[src/rtl/alu_pkg.sv]
// Shared ALU definitions: operation codes, ALUOp encodings and the issue payload.
package alu_pkg;

    localparam int ALU_DATA_WIDTH = 32;
    localparam int ALU_OP_WIDTH   = 4;

    localparam logic [ALU_OP_WIDTH-1:0] OP_AND = 4'b0000;
    localparam logic [ALU_OP_WIDTH-1:0] OP_OR  = 4'b0001;
    localparam logic [ALU_OP_WIDTH-1:0] OP_ADD = 4'b0010;
    localparam logic [ALU_OP_WIDTH-1:0] OP_XOR = 4'b0011;
    localparam logic [ALU_OP_WIDTH-1:0] OP_SUB = 4'b0100;
    localparam logic [ALU_OP_WIDTH-1:0] OP_EQ  = 4'b1000;
    localparam logic [ALU_OP_WIDTH-1:0] OP_NOP = 4'b1111;

    typedef enum logic [1:0] {
        ALUOP_MEM    = 2'b00,
        ALUOP_BRANCH = 2'b01,
        ALUOP_RTYPE  = 2'b10,
        ALUOP_ITYPE  = 2'b11
    } alu_op_e;

    localparam logic [2:0] F3_ADD_SUB = 3'b000;
    localparam logic [2:0] F3_BEQ     = 3'b000;
    localparam logic [2:0] F3_XOR     = 3'b100;
    localparam logic [2:0] F3_OR      = 3'b110;
    localparam logic [2:0] F3_AND     = 3'b111;

    typedef struct packed {
        logic [ALU_DATA_WIDTH-1:0] src_a;
        logic [ALU_DATA_WIDTH-1:0] src_b;
        logic [ALU_OP_WIDTH-1:0]   operation;
        logic                      illegal;
    } issue_payload_t;

endpackage

[src/rtl/alu_issue_stage_if.sv]
// Decode-to-execute issue bus. master = surrounding pipeline, slave = the issue stage.
interface alu_issue_stage_if #(
    parameter int DATA_WIDTH    = 32,
    parameter int OPCODE_LENGTH = 4
);
    logic                     in_valid;
    logic                     in_ready;
    logic [1:0]               ALUOp;
    logic [2:0]               Funct3;
    logic [6:0]               Funct7;
    logic                     ALUSrc;
    logic [DATA_WIDTH-1:0]    RD1;
    logic [DATA_WIDTH-1:0]    RD2;
    logic [DATA_WIDTH-1:0]    Imm;
    logic                     flush;
    logic                     out_valid;
    logic                     out_ready;
    logic [DATA_WIDTH-1:0]    SrcA;
    logic [DATA_WIDTH-1:0]    SrcB;
    logic [OPCODE_LENGTH-1:0] Operation;
    logic                     illegal_op;

    modport master (
        output in_valid, ALUOp, Funct3, Funct7, ALUSrc, RD1, RD2, Imm, flush, out_ready,
        input  in_ready, out_valid, SrcA, SrcB, Operation, illegal_op
    );

    modport slave (
        input  in_valid, ALUOp, Funct3, Funct7, ALUSrc, RD1, RD2, Imm, flush, out_ready,
        output in_ready, out_valid, SrcA, SrcB, Operation, illegal_op
    );
endinterface

[src/rtl/alu_op_decode.sv]
// Combinational ALUOp/Funct3/Funct7[5] to 4-bit ALU operation decode, with illegal flag.
module alu_op_decode
    import alu_pkg::*;
(
    input  logic [1:0]              alu_op_i,
    input  logic [2:0]              funct3_i,
    input  logic                    funct7_b5_i,
    output logic [ALU_OP_WIDTH-1:0] operation_o,
    output logic                    illegal_o
);
    always_comb begin
        // NOTE: defaults first so every path assigns both outputs and no latch is inferred.
        operation_o = OP_NOP;
        illegal_o   = 1'b0;
        case (alu_op_e'(alu_op_i))
            ALUOP_MEM:    operation_o = OP_ADD;
            ALUOP_BRANCH: operation_o = (funct3_i == F3_BEQ) ? OP_EQ : OP_SUB;
            ALUOP_RTYPE, ALUOP_ITYPE: begin
                case (funct3_i)
                    // Funct7[5] selects SUB only for register-register ops.
                    F3_ADD_SUB: operation_o = (alu_op_e'(alu_op_i) == ALUOP_RTYPE && funct7_b5_i)
                                              ? OP_SUB : OP_ADD;
                    F3_AND:     operation_o = OP_AND;
                    F3_OR:      operation_o = OP_OR;
                    F3_XOR:     operation_o = OP_XOR;
                    default:    illegal_o   = 1'b1;
                endcase
            end
            default: ;
        endcase
    end
endmodule

[src/rtl/alu_issue_stage.sv]
// Registered decode-to-execute issue stage with stall/flush handshake.
// Define ALU_ISSUE_SKID_EN to add a one-entry skid buffer and a registered in_ready.
module alu_issue_stage
    import alu_pkg::*;
#(
    parameter int DATA_WIDTH    = ALU_DATA_WIDTH,
    parameter int OPCODE_LENGTH = ALU_OP_WIDTH
) (
    input  logic              clk,
    input  logic              rst_n,
    alu_issue_stage_if.slave  bus
);
    logic [OPCODE_LENGTH-1:0] dec_op;
    logic                     dec_illegal;
    logic [DATA_WIDTH-1:0]    src_b_sel;
    issue_payload_t           in_pl;
    issue_payload_t           out_q, out_d;
    logic                     out_valid_q, out_valid_d;
    logic                     accept;
    logic                     unused_funct7;

    alu_op_decode u_decode (
        .alu_op_i    (bus.ALUOp),
        .funct3_i    (bus.Funct3),
        .funct7_b5_i (bus.Funct7[5]),
        .operation_o (dec_op),
        .illegal_o   (dec_illegal)
    );

    assign unused_funct7 = ^{bus.Funct7[6], bus.Funct7[4:0]};
    assign src_b_sel     = bus.ALUSrc ? bus.Imm : bus.RD2;
    assign in_pl         = '{src_a: bus.RD1, src_b: src_b_sel, operation: dec_op, illegal: dec_illegal};

`ifdef ALU_ISSUE_SKID_EN
    issue_payload_t skid_q, skid_d;
    logic           skid_valid_q, skid_valid_d;
    logic           out_free;

    assign bus.in_ready = !skid_valid_q;
    assign accept       = bus.in_valid && !skid_valid_q && !bus.flush;
    assign out_free     = !out_valid_q || bus.out_ready;

    always_comb begin
        out_valid_d  = out_valid_q;
        out_d        = out_q;
        skid_valid_d = skid_valid_q;
        skid_d       = skid_q;
        if (bus.flush) begin
            out_valid_d  = 1'b0;
            skid_valid_d = 1'b0;
        end else if (out_free) begin
            // A parked instruction always drains ahead of new input.
            if (skid_valid_q) begin
                out_d        = skid_q;
                out_valid_d  = 1'b1;
                skid_valid_d = 1'b0;
            end else begin
                out_valid_d = accept;
                if (accept) out_d = in_pl;
            end
        end else if (accept) begin
            skid_d       = in_pl;
            skid_valid_d = 1'b1;
        end
    end

    always_ff @(posedge clk or negedge rst_n) begin
        if (!rst_n) skid_valid_q <= 1'b0;
        else        skid_valid_q <= skid_valid_d;
    end

    // NOTE: skid data is only consumed under skid_valid_q, so it needs no reset.
    always_ff @(posedge clk) begin
        skid_q <= skid_d;
    end
`else
    assign bus.in_ready = bus.flush || !out_valid_q || bus.out_ready;
    assign accept       = bus.in_valid && bus.in_ready && !bus.flush;

    always_comb begin
        out_valid_d = out_valid_q;
        out_d       = out_q;
        if (bus.flush) begin
            out_valid_d = 1'b0;
        end else if (accept) begin
            out_valid_d = 1'b1;
            out_d       = in_pl;
        end else if (bus.out_ready) begin
            out_valid_d = 1'b0;
        end
    end
`endif

    always_ff @(posedge clk or negedge rst_n) begin
        // NOTE: non-blocking assignments keep every register sampling pre-edge values.
        if (!rst_n) begin
            out_valid_q <= 1'b0;
            out_q       <= '0;
        end else begin
            out_valid_q <= out_valid_d;
            out_q       <= out_d;
        end
    end

    assign bus.out_valid  = out_valid_q;
    assign bus.SrcA       = out_q.src_a;
    assign bus.SrcB       = out_q.src_b;
    assign bus.Operation  = out_q.operation;
    assign bus.illegal_op = out_q.illegal;
endmodule

[src/flat_wrapper.sv]
// flat-port wrapper written by rule: the top's interface ports become plain ports
module alu_issue_stage_flat import alu_pkg::*;
#(
    parameter int DATA_WIDTH    = ALU_DATA_WIDTH,
    parameter int OPCODE_LENGTH = ALU_OP_WIDTH
)
  (clk, rst_n, bus_in_valid, bus_ALUOp, bus_Funct3, bus_Funct7, bus_ALUSrc, bus_RD1, bus_RD2, bus_Imm, bus_flush, bus_out_ready, bus_in_ready, bus_out_valid, bus_SrcA, bus_SrcB, bus_Operation, bus_illegal_op);
  alu_issue_stage_if #(.DATA_WIDTH(DATA_WIDTH), .OPCODE_LENGTH(OPCODE_LENGTH)) bus_i ();
  input  logic clk;
  input  logic rst_n;
  input wire logic [$bits(bus_i.in_valid)-1:0] bus_in_valid;
  input wire logic [$bits(bus_i.ALUOp)-1:0] bus_ALUOp;
  input wire logic [$bits(bus_i.Funct3)-1:0] bus_Funct3;
  input wire logic [$bits(bus_i.Funct7)-1:0] bus_Funct7;
  input wire logic [$bits(bus_i.ALUSrc)-1:0] bus_ALUSrc;
  input wire logic [$bits(bus_i.RD1)-1:0] bus_RD1;
  input wire logic [$bits(bus_i.RD2)-1:0] bus_RD2;
  input wire logic [$bits(bus_i.Imm)-1:0] bus_Imm;
  input wire logic [$bits(bus_i.flush)-1:0] bus_flush;
  input wire logic [$bits(bus_i.out_ready)-1:0] bus_out_ready;
  output wire logic [$bits(bus_i.in_ready)-1:0] bus_in_ready;
  output wire logic [$bits(bus_i.out_valid)-1:0] bus_out_valid;
  output wire logic [$bits(bus_i.SrcA)-1:0] bus_SrcA;
  output wire logic [$bits(bus_i.SrcB)-1:0] bus_SrcB;
  output wire logic [$bits(bus_i.Operation)-1:0] bus_Operation;
  output wire logic [$bits(bus_i.illegal_op)-1:0] bus_illegal_op;
  assign bus_i.in_valid = bus_in_valid;
  assign bus_i.ALUOp = bus_ALUOp;
  assign bus_i.Funct3 = bus_Funct3;
  assign bus_i.Funct7 = bus_Funct7;
  assign bus_i.ALUSrc = bus_ALUSrc;
  assign bus_i.RD1 = bus_RD1;
  assign bus_i.RD2 = bus_RD2;
  assign bus_i.Imm = bus_Imm;
  assign bus_i.flush = bus_flush;
  assign bus_i.out_ready = bus_out_ready;
  assign bus_in_ready = bus_i.in_ready;
  assign bus_out_valid = bus_i.out_valid;
  assign bus_SrcA = bus_i.SrcA;
  assign bus_SrcB = bus_i.SrcB;
  assign bus_Operation = bus_i.Operation;
  assign bus_illegal_op = bus_i.illegal_op;
  alu_issue_stage #(.DATA_WIDTH(DATA_WIDTH), .OPCODE_LENGTH(OPCODE_LENGTH)) u_core (.clk(clk), .rst_n(rst_n), .bus(bus_i));
endmodule
[config.mk]
export PLATFORM = sky130hd
export DESIGN_NAME = alu_issue_stage_flat
export DESIGN_NICKNAME = d
export VERILOG_FILES = /design/src/rtl/alu_pkg.sv /design/src/rtl/alu_issue_stage_if.sv /design/src/rtl/alu_op_decode.sv /design/src/rtl/alu_issue_stage.sv /design/src/flat_wrapper.sv
export SDC_FILE = /design/constraint.sdc
export NUM_CORES = 1
export LEC_CHECK = 0
export CORE_MARGIN = 4
export CORE_UTILIZATION = 35
export CTS_CLUSTER_DIAMETER = 120
export DETAILED_ROUTE_END_ITERATION = 8
export MAX_ROUTING_LAYER = met4
export PLACE_DENSITY_LB_ADDON = 0.1
export REMOVE_ABC_BUFFERS = 1
export SLEW_MARGIN = 30
export SYNTH_ARGS = -nofsm -noshare
export SYNTH_HDL_FRONTEND = slang
export SYNTH_HIERARCHICAL = 1
export SYNTH_SLANG_ARGS = --single-unit
[constraint.sdc]
create_clock -name clk -period 1.5 [get_ports clk]
set_clock_uncertainty 0.05 [all_clocks]
set_input_delay 0.15 -clock clk [delete_from_list [all_inputs] [get_ports clk]]
set_output_delay 0.15 -clock clk [all_outputs]
set_load 0.02 [all_outputs]
* Word-level counts from Yosys, hierarchy flattened *
Cells that the tools add are included.

word-level totals
  output and inout port bits = 71
  register bits after elaboration = 70
  input port bits = 114
  logic and storage cells = 35

cells by class
  reductions and logical operators = 13
  bitwise logic cells = 1
  equal/unequal tests = 6
  mux-type cells = 10

operators with widths
  kind                                                                   number
  32-bit 2-to-1 mux                                                      1
  4-bit one-hot mux with 4 select lines                                  1
  4-bit one-hot mux with 3 select lines                                  1
  3-bit equality test, second input constant                             3
  1-bit 2-to-1 mux                                                       5
  2-bit equality test, second input constant                             2
  4-bit 2-to-1 mux                                                       1
  4-bit OR reduction                                                     1
  1-bit logical AND                                                      3
  3-bit zero test                                                        1
  3-bit 2-to-1 mux                                                       1
  3-bit nonzero test                                                     1
  2-bit by 1-bit equality test with 1-bit output, second input constant  1
  1-bit zero test                                                        2
  2-bit zero test                                                        1
  1-bit logical OR                                                       2
  2-bit AND reduction                                                    1
  2-bit OR reduction                                                     1
  1-bit NOT                                                              1

* Logic depth before layout (Yosys ltp) *
Gate-level depths: netlist of the first run.

  depth in word-level cells = 7
  depth in mapped cells = 5
  depth with buffers taken out = 4

* Hierarchy *
Netlist of the first run, hierarchy kept.

by module, submodules not included
  module           cells each  area each (um^2)  instances  seq. area each (um^2)
  alu_issue_stage  187         3032.9            1          1751.7
  alu_op_decode    18          112.6             1          0.0

* Worst setup path before layout of the first run *
No wires, ideal clock.

  path type = flip-flop to flip-flop
  start = register u_core.out_valid_q, in the netlist u_core/bus.out_valid
  end = register u_core.out_q, in the netlist u_core/bus.SrcA[10]
  stages on the path, launching flop included = 5
  data required time = 1.323 ns
  library setup time = 0.127 ns
  period minus slack after synthesis = 1.464 ns
  arrival = 1.286 ns
  path buffers = 2
  path slack = 0.036 ns
  cells stage by stage = dfrtp_1 a21oi_4 buf_6 buf_6 mux2_1

on the way
  word-level cells in the longest chain between the ends = 6

RTL lines
  what                            RTL line                text
  start: declaration              alu_issue_stage.sv:18   logic out_valid_q, out_valid_d;
  start signal: assignment        alu_issue_stage.sv:100  out_valid_q <= out_valid_d;
  1-bit zero test                 alu_issue_stage.sv:77   assign bus.in_ready = bus.flush || !out_valid_q || bus.out_ready;
  1-bit logical OR (2 in a row)   alu_issue_stage.sv:77
  1-bit logical AND (2 in a row)  alu_issue_stage.sv:78   assign accept = bus.in_valid && bus.in_ready && !bus.flush;
  2-bit AND reduction (no line)   -
  end signal: assignment          alu_issue_stage.sv:101  out_q <= out_d;
  end: declaration                alu_issue_stage.sv:17   issue_payload_t out_q, out_d;

Every way passes these cells.
A chain may end at the register's enable or synchronous reset.

* Worst setup path after layout of the first run *
  start = register u_core.out_valid_q, in the netlist u_core/bus.out_valid
  end = register u_core.out_q, in the netlist u_core/bus.Operation[3]

Same word-level chain as after synthesis.

==> flow_summary.ini, run 1 <==
[place]
dpl_worst_slack_ns = -0.242
portBuffers = 178
hpwlAfterDp_um = 6300
place_congestion = 0.727

[die]
num_rows = 34
ios = 185
fp.dieW_um = 103
core_um2 = 8720
initial_core_util_pct = 36.1
die_y_um = 103
dieArea_um2 = 10600

[route]
m1WireLength_um = 3220
wl_met2_um = 3730
wl_per_cell_um = 15.5
drc_errors = 0
post_drt_via_cell_ratio = 4.56
vias = 2324
antenna_left = 0
drt-initial-drc-count = 24
drt_pass1_iterations = 4
met3_length_um = 858
drt-total-wl_um = 7910
highest_layer = met4

[critical_path]
worst_r2r_path_depth = 3
slowest_delay_ns = 0.43
crit_path_max_fanout = 28
endpoint_kind = register
crit_buf_inv = 1
cp_slowest_cell = dfrtp_1
critPathTopFamily = flip-flops
cp.depth = 3
start_kind = register
worst_ep_required_time_ns = 1.67
arrival_ns = 1.60
critPathKind = reg -> reg
cp_cell_sequence = a21oi_4 > buf_12 > mux2_2

[global_route]
grt_pass1_vias = 2491
grt_first_pass_wirelength_um = 12400
grt_max_degree = 29
grt_use_total_pct = 15.8
antenna_found_initial = 0
grt-ovfl-total = 0

[pwr]
power-per-cell-area_nw_per_um2 = 1140
p_leak_uw = 0.00230
peakVddDrop_mv = 0.565

[cts]
cts_tree = built
clock_path_buffers = 2
root_buffer = clkbuf_8
clock_latency_ns = 0.34
cts_made_buffers = 9
cts.sinks = 70
cts.clk_slew.worst_paths_ns = 0.08
htreeDepth = 3

[synth]
synth_area_um2 = 3150
syn_avg_cell_area_um2 = 15.3
synth.distinct_cells = 23
yosysTopAreaCellShare_pct = 55.7
yosys_warnings = 6
synth-seq-cells = 70
synth_top_cell_by_area = dfrtp_1
netlist_top_cells_area = dfrtp_1 56%, mux2_2 31%, mux2_1 5.4%
yosysSeqAreaShare_pct = 55.7
netlist_instances = 205

[sta]
relSlewSlack_pct = 73.5
rsz0062_at_grt = false
clock.fmax_mhz = 700
finalMaxSlewViolations = 0
setup_viol = 0
fin_tns_setup_ns = 0
hold_ws_ns = 0.214
fin_crit_ns = 1.43
fin_ws_ns = 0.0722
period_share_pct = 95.2
tightest_slew_ns = 0.398
hold_violations = 0

[cells_and_area]
diodes = 0
nNetsFinal = 511
final_core_util_pct = 60.6
layout-drive-gt1-share_pct = 29.9
areaGrowthSynthToFinish_pct = 68.1

[job]
maxCapViolCount = 0

[status]
status = completed

[hold_path]
hold_class = in -> async
-- metal layers --
metal  vias to the layer above  GRT usage, %
met3                        12          5.35
met2                       106          24.4
met5                         -             -
li1                       1119             -
met1                      1087          19.0
met4                         0          6.27
-- path summary, 6_finish.rpt --
path	from	end	slack, ns
max in group asynchronous	rst_n	u_core/bus.Operation[1]	0.68
max reg2reg	u_core/bus.out_valid	u_core/bus.Operation[3]	0.07
max	u_core/bus.out_valid	u_core/bus.Operation[3]	0.07
min in group clk	bus_RD1[13]	u_core/bus.SrcA[13]	0.35
min reg2reg	u_core/bus.SrcA[9]	u_core/bus.SrcA[9]	0.44
min	rst_n	u_core/bus.SrcB[31]	0.21
-- worst reg2reg max path, cell delays in order (launching register included) --
cell and delay [ns]:
dfrtp_1 0.43, a21oi_4 0.24, buf_12 0.23, mux2_2 0.37
-- cell type report --
type	count	area (um^2)
flip-flops and latches	70	1750
fillers	752	3430
well taps	108	135
inverters	1	3.75
repair buffers	192	1860
clock inverters	7	121
clock buffers	9	124
multi-input cells	123	1290
-- registers in the layout, indices dropped and copies added, names as in the netlist --
name	cells
u_core/bus.out_valid	1
u_core/bus.Operation	4
u_core/bus.SrcA	32
u_core/bus.illegal_op	1
u_core/bus.SrcB	32
-- placed cells by master, fill, tap and decap left out, types with 2 or more instances in the layout --
cell	count
nor2_1	2
mux2_1	15
buf_4	8
buf_12	5
dlygate4sd2_1	70
o21ai_0	3
bufinv_16	3
nand2_1	2
mux2_2	86
clkdlybuf4s50_1	106
nor2b_1	2
clkinv_4	2
nand3_1	2
dfrtp_1	70
clkbuf_8	9
-- Yosys cell counts --
| cell type | number |
|---|---|
| a21o_1 | 1 |
| a21oi_4 | 1 |
| nand3b_1 | 1 |
| dfrtp_1 | 70 |
| buf_4 | 5 |
| nand2b_4 | 1 |
| and3b_1 | 1 |
| mux2_1 | 15 |
| and2b_2 | 1 |
| buf_2 | 1 |
| or2_1 | 1 |
| inv_1 | 1 |
| mux2_2 | 86 |
| nor2b_1 | 2 |
| nor2_1 | 2 |
| nand3_1 | 2 |
| buf_6 | 5 |
| a21oi_1 | 1 |
| o21ai_0 | 3 |
| nor3b_1 | 1 |
| and3_4 | 1 |
| nand2_1 | 2 |
| a22o_1 | 1 |
-- kinds of logic after synthesis --
family / after synthesis / synth area share, %
buf+inv: 12 / 3.26
flops: 70 / 55.7
simple gates: 15 / 3.22
mux: 101 / 36.2
compound gates: 7 / 1.67
-- stage by stage --
step | std cells | power, uW | cell area (um^2)
2_1_floorplan | 194 | 3320 | 3050
4_1_cts | 510 | 6160 | 5290
5_1_grt | 510 | 6400 | 5290
3_3_place_gp | 493 | 4520 | 5120
3_5_place_dp | 493 | 4550 | 5120
6_report | 510 | 6050 | 5290
-- report_power, final --
| group | leakage (uW) | internal (uW) | total [uW] | switching [uW] |
|---|---|---|---|---|
| Combinational | 0.00135 | 950 | 1830 | 875 |
| Clock | 0.000124 | 1110 | 1840 | 726 |
| Sequential | 0.000825 | 2230 | 2390 | 151 |
-- timing repair --
item | CTS | global route
hold buffers | 1 | 0
resized for setup | 71 | 1
cloned | 0 | 0
endpoints found under the hold margin | 25 | 0
setup endpoints to repair | 71 | 1
setup buffers | 0 | 0
No activity file was read; power rests on OpenSTA's default activity.
==> inputs of run 2 (changes only) <==
- SLEW_MARGIN: 30 -> unset
==> results of run 2 <==
Final layout, timing and power as in run 1 (identical DEF).
